`config.mk`:
```
export PLATFORM = sky130hd
export DESIGN_NAME = data_cache_wb
export DESIGN_NICKNAME = d
export VERILOG_FILES = /design/src/rtl/data_cache_pkg.sv /design/src/rtl/data_cache_wb_align.sv /design/src/rtl/data_cache_wb.sv
export SDC_FILE = /design/constraint.sdc
export NUM_CORES = 2
export LEC_CHECK = 0
export BUFFER_PORTS_ARGS = -buffer_cell sky130_fd_sc_hd__buf_2
export CAP_MARGIN = 40
export CORE_AREA = 2 2 689 691
export CTS_CLUSTER_SIZE = 10
export DETAILED_ROUTE_END_ITERATION = 10
export DIE_AREA = 0 0 691 693
export GPL_ROUTABILITY_DRIVEN = 0
export PLACE_DENSITY_LB_ADDON = 0.2
export SLEW_MARGIN = 10
export SYNTH_ARGS = -nofsm -noshare
export SYNTH_HDL_FRONTEND = slang
export SYNTH_HIERARCHICAL = 1
export SYNTH_SLANG_ARGS = --single-unit
```
`constraint.sdc`:
```
create_clock -name clk -period 7.97 [get_ports clk]
set_clock_uncertainty 0.2 [all_clocks]
set_input_delay 1.594 -clock clk [delete_from_list [all_inputs] [get_ports clk]]
set_output_delay 1.594 -clock clk [all_outputs]
set_load 0.03 [all_outputs]
```
`src/rtl/data_cache_pkg.sv`:
```
// Shared definitions for the write-back data cache: width codes, FSM states and
// address-field sizing helpers.
package data_cache_pkg;

    localparam logic [2:0] WIDTH_B  = 3'b000;
    localparam logic [2:0] WIDTH_H  = 3'b001;
    localparam logic [2:0] WIDTH_W  = 3'b010;
    localparam logic [2:0] WIDTH_BU = 3'b100;
    localparam logic [2:0] WIDTH_HU = 3'b101;

    typedef enum logic [2:0] {
        StIdle,
        StLookup,
        StEvict,
        StRefill,
        StRespond
    } state_e;

    function automatic int unsigned offset_bits(input int unsigned line_bytes);
        return $clog2(line_bytes);
    endfunction

    function automatic int unsigned index_bits(input int unsigned num_lines);
        return $clog2(num_lines);
    endfunction

    function automatic int unsigned tag_bits(input int unsigned addr_width,
                                             input int unsigned num_lines,
                                             input int unsigned line_bytes);
        return addr_width - offset_bits(line_bytes) - index_bits(num_lines);
    endfunction

endpackage

```
`src/rtl/data_cache_wb_align.sv`:
```
// Load extract/extend, store byte merge and alignment/width fault detection for one
// 32-bit word.
module load_store_align
    import data_cache_pkg::*;
(
    input  logic [2:0]  width,
    input  logic [1:0]  byte_off,
    input  logic [31:0] wdata,
    input  logic [31:0] rword,
    output logic [31:0] load_data,
    output logic [31:0] store_word,
    output logic        fault
);

    logic [31:0] shifted;
    logic [31:0] wshift;
    logic [3:0]  be;

    assign shifted = rword >> {byte_off, 3'b000};
    assign wshift  = wdata << {byte_off, 3'b000};

    always_comb begin
        load_data = '0;
        be        = '0;
        fault     = 1'b0;
        case (width)
            WIDTH_B: begin
                load_data = {{24{shifted[7]}}, shifted[7:0]};
                be        = 4'b0001 << byte_off;
            end
            WIDTH_BU: begin
                load_data = {24'h0, shifted[7:0]};
                be        = 4'b0001 << byte_off;
            end
            WIDTH_H: begin
                load_data = {{16{shifted[15]}}, shifted[15:0]};
                be        = 4'b0011 << byte_off;
                fault     = byte_off[0];
            end
            WIDTH_HU: begin
                load_data = {16'h0, shifted[15:0]};
                be        = 4'b0011 << byte_off;
                fault     = byte_off[0];
            end
            WIDTH_W: begin
                load_data = rword;
                be        = 4'b1111;
                fault     = (byte_off != 2'b00);
            end
            default: fault = 1'b1;
        endcase
    end

    always_comb begin
        store_word = rword;
        for (int i = 0; i < 4; i++) begin
            if (be[i]) store_word[8*i +: 8] = wshift[8*i +: 8];
        end
    end

endmodule

```
`src/rtl/data_cache_wb.sv`:
```
// Direct-mapped write-back, write-allocate data cache with word-wide line refill and
// eviction towards a valid/ready backing memory.
module data_cache_wb
    import data_cache_pkg::*;
#(
    parameter int unsigned NUM_LINES  = 16,
    parameter int unsigned LINE_BYTES = 16,
    parameter int unsigned ADDR_WIDTH = 32
) (
    input  logic                  clk,
    input  logic                  rst,
    input  logic                  req_valid,
    output logic                  req_ready,
    input  logic                  req_write,
    input  logic [2:0]            req_width,
    input  logic [ADDR_WIDTH-1:0] req_addr,
    input  logic [31:0]           req_wdata,
    output logic                  resp_valid,
    output logic [31:0]           resp_rdata,
    output logic                  resp_fault,
    output logic                  mem_valid,
    input  logic                  mem_ready,
    output logic                  mem_write,
    output logic [ADDR_WIDTH-1:0] mem_addr,
    output logic [31:0]           mem_wdata,
    input  logic                  mem_rvalid,
    input  logic [31:0]           mem_rdata
);

    localparam int unsigned OFF_W  = offset_bits(LINE_BYTES);
    localparam int unsigned IDX_W  = index_bits(NUM_LINES);
    localparam int unsigned TAG_W  = tag_bits(ADDR_WIDTH, NUM_LINES, LINE_BYTES);
    localparam int unsigned WORDS  = LINE_BYTES / 4;
    localparam int unsigned CNT_W  = $clog2(WORDS) + 1;
    localparam int unsigned WIDX_W = $clog2(NUM_LINES * WORDS);

    state_e                state_q, state_d;
    logic [CNT_W-1:0]      beat_q, beat_d, rcv_q, rcv_d;
    logic [NUM_LINES-1:0]  valid_q, valid_d, dirty_q, dirty_d;
    logic [31:0]           rdata_q, rdata_d;
    logic                  fault_q, fault_d;

    logic                  write_q;
    logic [2:0]            width_q;
    logic [ADDR_WIDTH-1:0] addr_q;
    logic [31:0]           wdata_q;
    logic                  capture;

    logic [31:0]           data_q [NUM_LINES*WORDS];
    logic [TAG_W-1:0]      tag_q [NUM_LINES];

    logic [TAG_W-1:0]      tag_req;
    logic [IDX_W-1:0]      idx;
    logic                  hit;
    logic [WIDX_W-1:0]     line_base, req_widx, beat_widx, rcv_widx;
    logic [ADDR_WIDTH-1:0] refill_base, evict_base, beat_off;

    logic                  data_we, tag_we;
    logic [WIDX_W-1:0]     data_waddr;
    logic [31:0]           data_wdata;

    logic [2:0]            al_width;
    logic [1:0]            al_off;
    logic [31:0]           rword, load_data, store_word;
    logic                  al_fault;

    assign tag_req     = addr_q[ADDR_WIDTH-1 -: TAG_W];
    assign idx         = addr_q[OFF_W +: IDX_W];
    assign hit         = valid_q[idx] && (tag_q[idx] == tag_req);
    assign line_base   = WIDX_W'(idx) * WIDX_W'(WORDS);
    assign req_widx    = line_base + WIDX_W'(addr_q[OFF_W-1:0] >> 2);
    assign beat_widx   = line_base + WIDX_W'(beat_q);
    assign rcv_widx    = line_base + WIDX_W'(rcv_q);
    assign refill_base = {tag_req, idx, {OFF_W{1'b0}}};
    assign evict_base  = {tag_q[idx], idx, {OFF_W{1'b0}}};
    assign beat_off    = ADDR_WIDTH'(beat_q) << 2;
    assign rword       = data_q[req_widx];

    // Fault check looks at the live request while idle, at the captured one afterwards.
    assign al_width = (state_q == StIdle) ? req_width : width_q;
    assign al_off   = (state_q == StIdle) ? req_addr[1:0] : addr_q[1:0];

    load_store_align u_align (
        .width      (al_width),
        .byte_off   (al_off),
        .wdata      (wdata_q),
        .rword      (rword),
        .load_data  (load_data),
        .store_word (store_word),
        .fault      (al_fault)
    );

    always_comb begin
        state_d    = state_q;
        beat_d     = beat_q;
        rcv_d      = rcv_q;
        valid_d    = valid_q;
        dirty_d    = dirty_q;
        rdata_d    = rdata_q;
        fault_d    = fault_q;
        capture    = 1'b0;
        req_ready  = 1'b0;
        resp_valid = 1'b0;
        mem_valid  = 1'b0;
        mem_write  = 1'b0;
        mem_addr   = refill_base + beat_off;
        mem_wdata  = '0;
        data_we    = 1'b0;
        data_waddr = req_widx;
        data_wdata = store_word;
        tag_we     = 1'b0;
        unique case (state_q)
            StIdle: begin
                req_ready = 1'b1;
                if (req_valid) begin
                    capture = 1'b1;
                    rdata_d = '0;
                    fault_d = al_fault;
                    state_d = al_fault ? StRespond : StLookup;
                end
            end
            StLookup: begin
                beat_d = '0;
                rcv_d  = '0;
                if (hit) begin
                    if (write_q) begin
                        data_we      = 1'b1;
                        dirty_d[idx] = 1'b1;
                    end else begin
                        rdata_d = load_data;
                    end
                    state_d = StRespond;
                end else if (valid_q[idx] && dirty_q[idx]) begin
                    state_d = StEvict;
                end else begin
                    state_d = StRefill;
                end
            end
            StEvict: begin
                mem_valid = 1'b1;
                mem_write = 1'b1;
                mem_addr  = evict_base + beat_off;
                mem_wdata = data_q[beat_widx];
                if (mem_ready) begin
                    if (beat_q == CNT_W'(WORDS - 1)) begin
                        beat_d  = '0;
                        state_d = StRefill;
                    end else begin
                        beat_d = beat_q + 1'b1;
                    end
                end
            end
            StRefill: begin
                // Requests run ahead of returned data; the two counters are independent.
                mem_valid = (beat_q != CNT_W'(WORDS));
                if (mem_valid && mem_ready) beat_d = beat_q + 1'b1;
                if (mem_rvalid) begin
                    data_we    = 1'b1;
                    data_waddr = rcv_widx;
                    data_wdata = mem_rdata;
                    rcv_d      = rcv_q + 1'b1;
                    if (rcv_q == CNT_W'(WORDS - 1)) begin
                        tag_we       = 1'b1;
                        valid_d[idx] = 1'b1;
                        dirty_d[idx] = 1'b0;
                        state_d      = StLookup;
                    end
                end
            end
            StRespond: begin
                resp_valid = 1'b1;
                state_d    = StIdle;
            end
            default: state_d = StIdle;
        endcase
    end

    assign resp_rdata = rdata_q;
    assign resp_fault = fault_q && (state_q == StRespond);

    always_ff @(posedge clk) begin
        if (rst) begin
            state_q <= StIdle;
            beat_q  <= '0;
            rcv_q   <= '0;
            valid_q <= '0;
            dirty_q <= '0;
            rdata_q <= '0;
            fault_q <= 1'b0;
        end else begin
            state_q <= state_d;
            beat_q  <= beat_d;
            rcv_q   <= rcv_d;
            valid_q <= valid_d;
            dirty_q <= dirty_d;
            rdata_q <= rdata_d;
            fault_q <= fault_d;
        end
    end

    always_ff @(posedge clk) begin
        if (capture) begin
            write_q <= req_write;
            width_q <= req_width;
            addr_q  <= req_addr;
            wdata_q <= req_wdata;
        end
    end

    always_ff @(posedge clk) begin
        if (data_we) data_q[data_waddr] <= data_wdata;
        if (tag_we) tag_q[idx] <= tag_req;
    end

endmodule

```
==> results.txt <==
status = complete, no violations
buffer count from post-CTS setup fixing = 0
largest net degree at the start of global routing = 111
final core utilization = 29.4%
DIE HEIGHT = 693 um
final wirelength = 480000 um
Core Region = 472000 um2
grt ovf = 0
hold-fix buffer count after cts = 0
DRT Pass-1 Iters = 5
Antenna Nets Post-Route = 0
Max FO, Critical Path = 33
worst path cell trace = nand2b_1 -> or2_4 -> inv_2 -> buf_4 -> nand3_1 -> o311ai_0 -> buf_1 -> nand3_1 -> or3_1 -> nor2_1 -> nand3_1 -> xnor2_1 -> buf_2
flops & latches, synth = 2578
relative slew slack = 29.6%
RSZ-0062 raised after global routing = no
total CTS buffers = 312
Max Cap Viol = 0
Post-synth EDFFs = 2500
All-Layer GR Usage = 19.6%
PortBufs = 203
Synth Area per Inst = 20.0 um2
WL/cell = 37.6 um
DP HPWL = 308000 um
Area contributors post-synth = edfxtp_1, mux4_2, dfxtp_1
slew of the pin with the lowest slew margin = 1.05 ns
most used cell, CP = nand3_1
Initial Util = 24.9%
vias per cell = 5.41
WP data required = 6.18 ns
total clock sinks = 2578
kind of cell adding the most delay to the critical path = simple AND/OR/NAND/NOR gates
library cells used by synthesis = 85
Power Density = 345 nW/um2
Hold WC Path Type = flop to flop
row count = 253
slowest stage cell, crit path = dfxtp_1
clk buf depth = 4
synthesized area = 118000 um2
WP buf/inv = 4
most instantiated library cell after synthesis = edfxtp_1
vias in the first global route = 68543
CTS tree = built
first-pass GRT wire length = 642000 um
worst-skew pair later-pin latency = 0.96 ns
final total power = 0.0479 W
fin crit period = 7.19 ns
Final period util = 90.2%
kind of critical path = flop to primary output
asr flop ratio synth = 0%
IO Count = 206
Clock Tree Root = clkbuf_16
leakage = 42.1 nW
Die ar. = 479000 um2
Die Width = 691 um
Post-synth top flop = edfxtp_1
routed via count = 69031
Final setup viols = 0
Peak Freq = 139 MHz
Seq/Total Area, Yosys = 65.1%
Worst setup EP type = primary output
share of layout cells above drive strength 1 = 37.8%
Layout area overhead = 18.0%
top cells by count, synth = edfxtp_1, mux4_2, nand2_1
Setup Total Neg Slack = 0 ns
biggest area consumer among synthesized cells = edfxtp_1
Post-Syn Instances = 5882
Residual DRC = 0
Slew Limit Fails = 0
YS warnings = 6
CP arrival = 5.39 ns
final hold viol count = 0
Worst Setup Start Kind = flop
worst ir drop on vdd = 478 uV
nets = 6468
post-cts resize count = 0
initial drt markers = 9309
clock slew seen by the registers of the worst setup and hold paths = 0.06 ns
area share of the largest cell type after synthesis = 63.8%
CTS H-tree lvls = 5
initial antenna violation count = 47
FILL cells = 46242
max incr delay on CP = 0.68 ns
## flip-flops by register name, indices dropped and copies added (netlist names), named ones only
name and cells:
write_q 1, width_q 3, beat_q 3, data_q 2048
state_q 3, fault_q 1, valid_q 16, rcv_q 3
wdata_q 32, tag_q 384, addr_q 32, resp_rdata 32
## tightest hold or removal path: cells and delay by family (launching register included)
kind             cells  cell delay (ns)
AO/OA/AOI/OAI        1             0.06
flip-flops           1             0.31
AND/OR/NAND/NOR      1             0.05
## stage by stage
step / instances / setup WS (ns) / hold WS, ns / cell area, um2
after floorplan: 5883 / 2.16 / 0.232 / 118000
after global placement: 12233 / 1.34 / 0.244 / 129000
after detailed placement: 12283 / 1.45 / 0.253 / 130000
after CTS: 12747 / 0.761 / 0.261 / 139000
after global routing: 12752 / 0.401 / 0.276 / 139000
final: 12761 / 0.783 / 0.265 / 139000
## power by group
group | leakage (nW) | internal [W] | switching [W]
sequential | 23.2 | 0.0189 | 0.000395
combinational | 14.7 | 0.00465 | 0.0110
clock | 4.23 | 0.00726 | 0.00567
total | 42.1 | 0.0308 | 0.0171
## area by class of cell
cell class / instances / area, um2 / area share, %
Timing Repair Buffer: 595 / 5580 / 4.02
Antenna cell: 11 / 27.5 / 0.0198
Inverter: 37 / 144 / 0.104
Tap cell: 6247 / 7820 / 5.63
Sequential cell: 2578 / 76700 / 55.2
Multi-Input combinational cell: 2829 / 39900 / 28.7
Clock buffer: 406 / 8290 / 5.97
Clock inverter: 58 / 427 / 0.307
## placed cells by master (no fill, tap or decap), types with 33 or more instances in the layout
| cell type | instances |
|---|---|
| mux4_2 | 1270 |
| buf_12 | 89 |
| nor2_1 | 96 |
| xnor2_1 | 36 |
| a22oi_1 | 173 |
| o21ai_0 | 51 |
| edfxtp_1 | 2500 |
| nand2b_1 | 51 |
| nor2_4 | 48 |
| clkbuf_16 | 317 |
| a21oi_1 | 57 |
| a211oi_1 | 53 |
| dfxtp_1 | 72 |
| nor2b_4 | 33 |
| mux2_2 | 43 |
| buf_4 | 268 |
| nand2_1 | 251 |
| mux2i_1 | 155 |
| clkbuf_1 | 87 |
| nor2b_1 | 43 |
| nand3_1 | 44 |
| buf_2 | 206 |
## path summary, 6_finish.rpt
check,depth (start not counted),slack (ns),to,start
max reg2reg,12,1.43,data_q[57][27]$_DFFE_PP_,flop
max,13,0.78,mem_addr[31],state_q[1]$_SDFFE_PP0P_
min,2,0.26,fault_q$_SDFFE_PP0P_,fault_q$_SDFFE_PP0P_
min reg2reg,2,0.26,fault_q$_SDFFE_PP0P_,fault_q$_SDFFE_PP0P_
## logic make-up after synthesis
kind of cell,synth area share (%)
DFF,65.1
muxes,26.1
and+or+nand+nor,3.03
AOI/OAI and AO/OA,3.47
buffers and inverters,1.70
xor gates and xnor gates,0.417
adders and majority gates,0.106
other,0.00319
## per-layer routing
layer	GRT usage [%]	vias up	routed length, um
li1	-	26210	-
met1	27.8	38682	206000
met2	31.0	3504	223000
met3	3.29	623	37200
met4	5.07	12	13400
met5	0	-	80
Power figures use the tool's default switching activity.
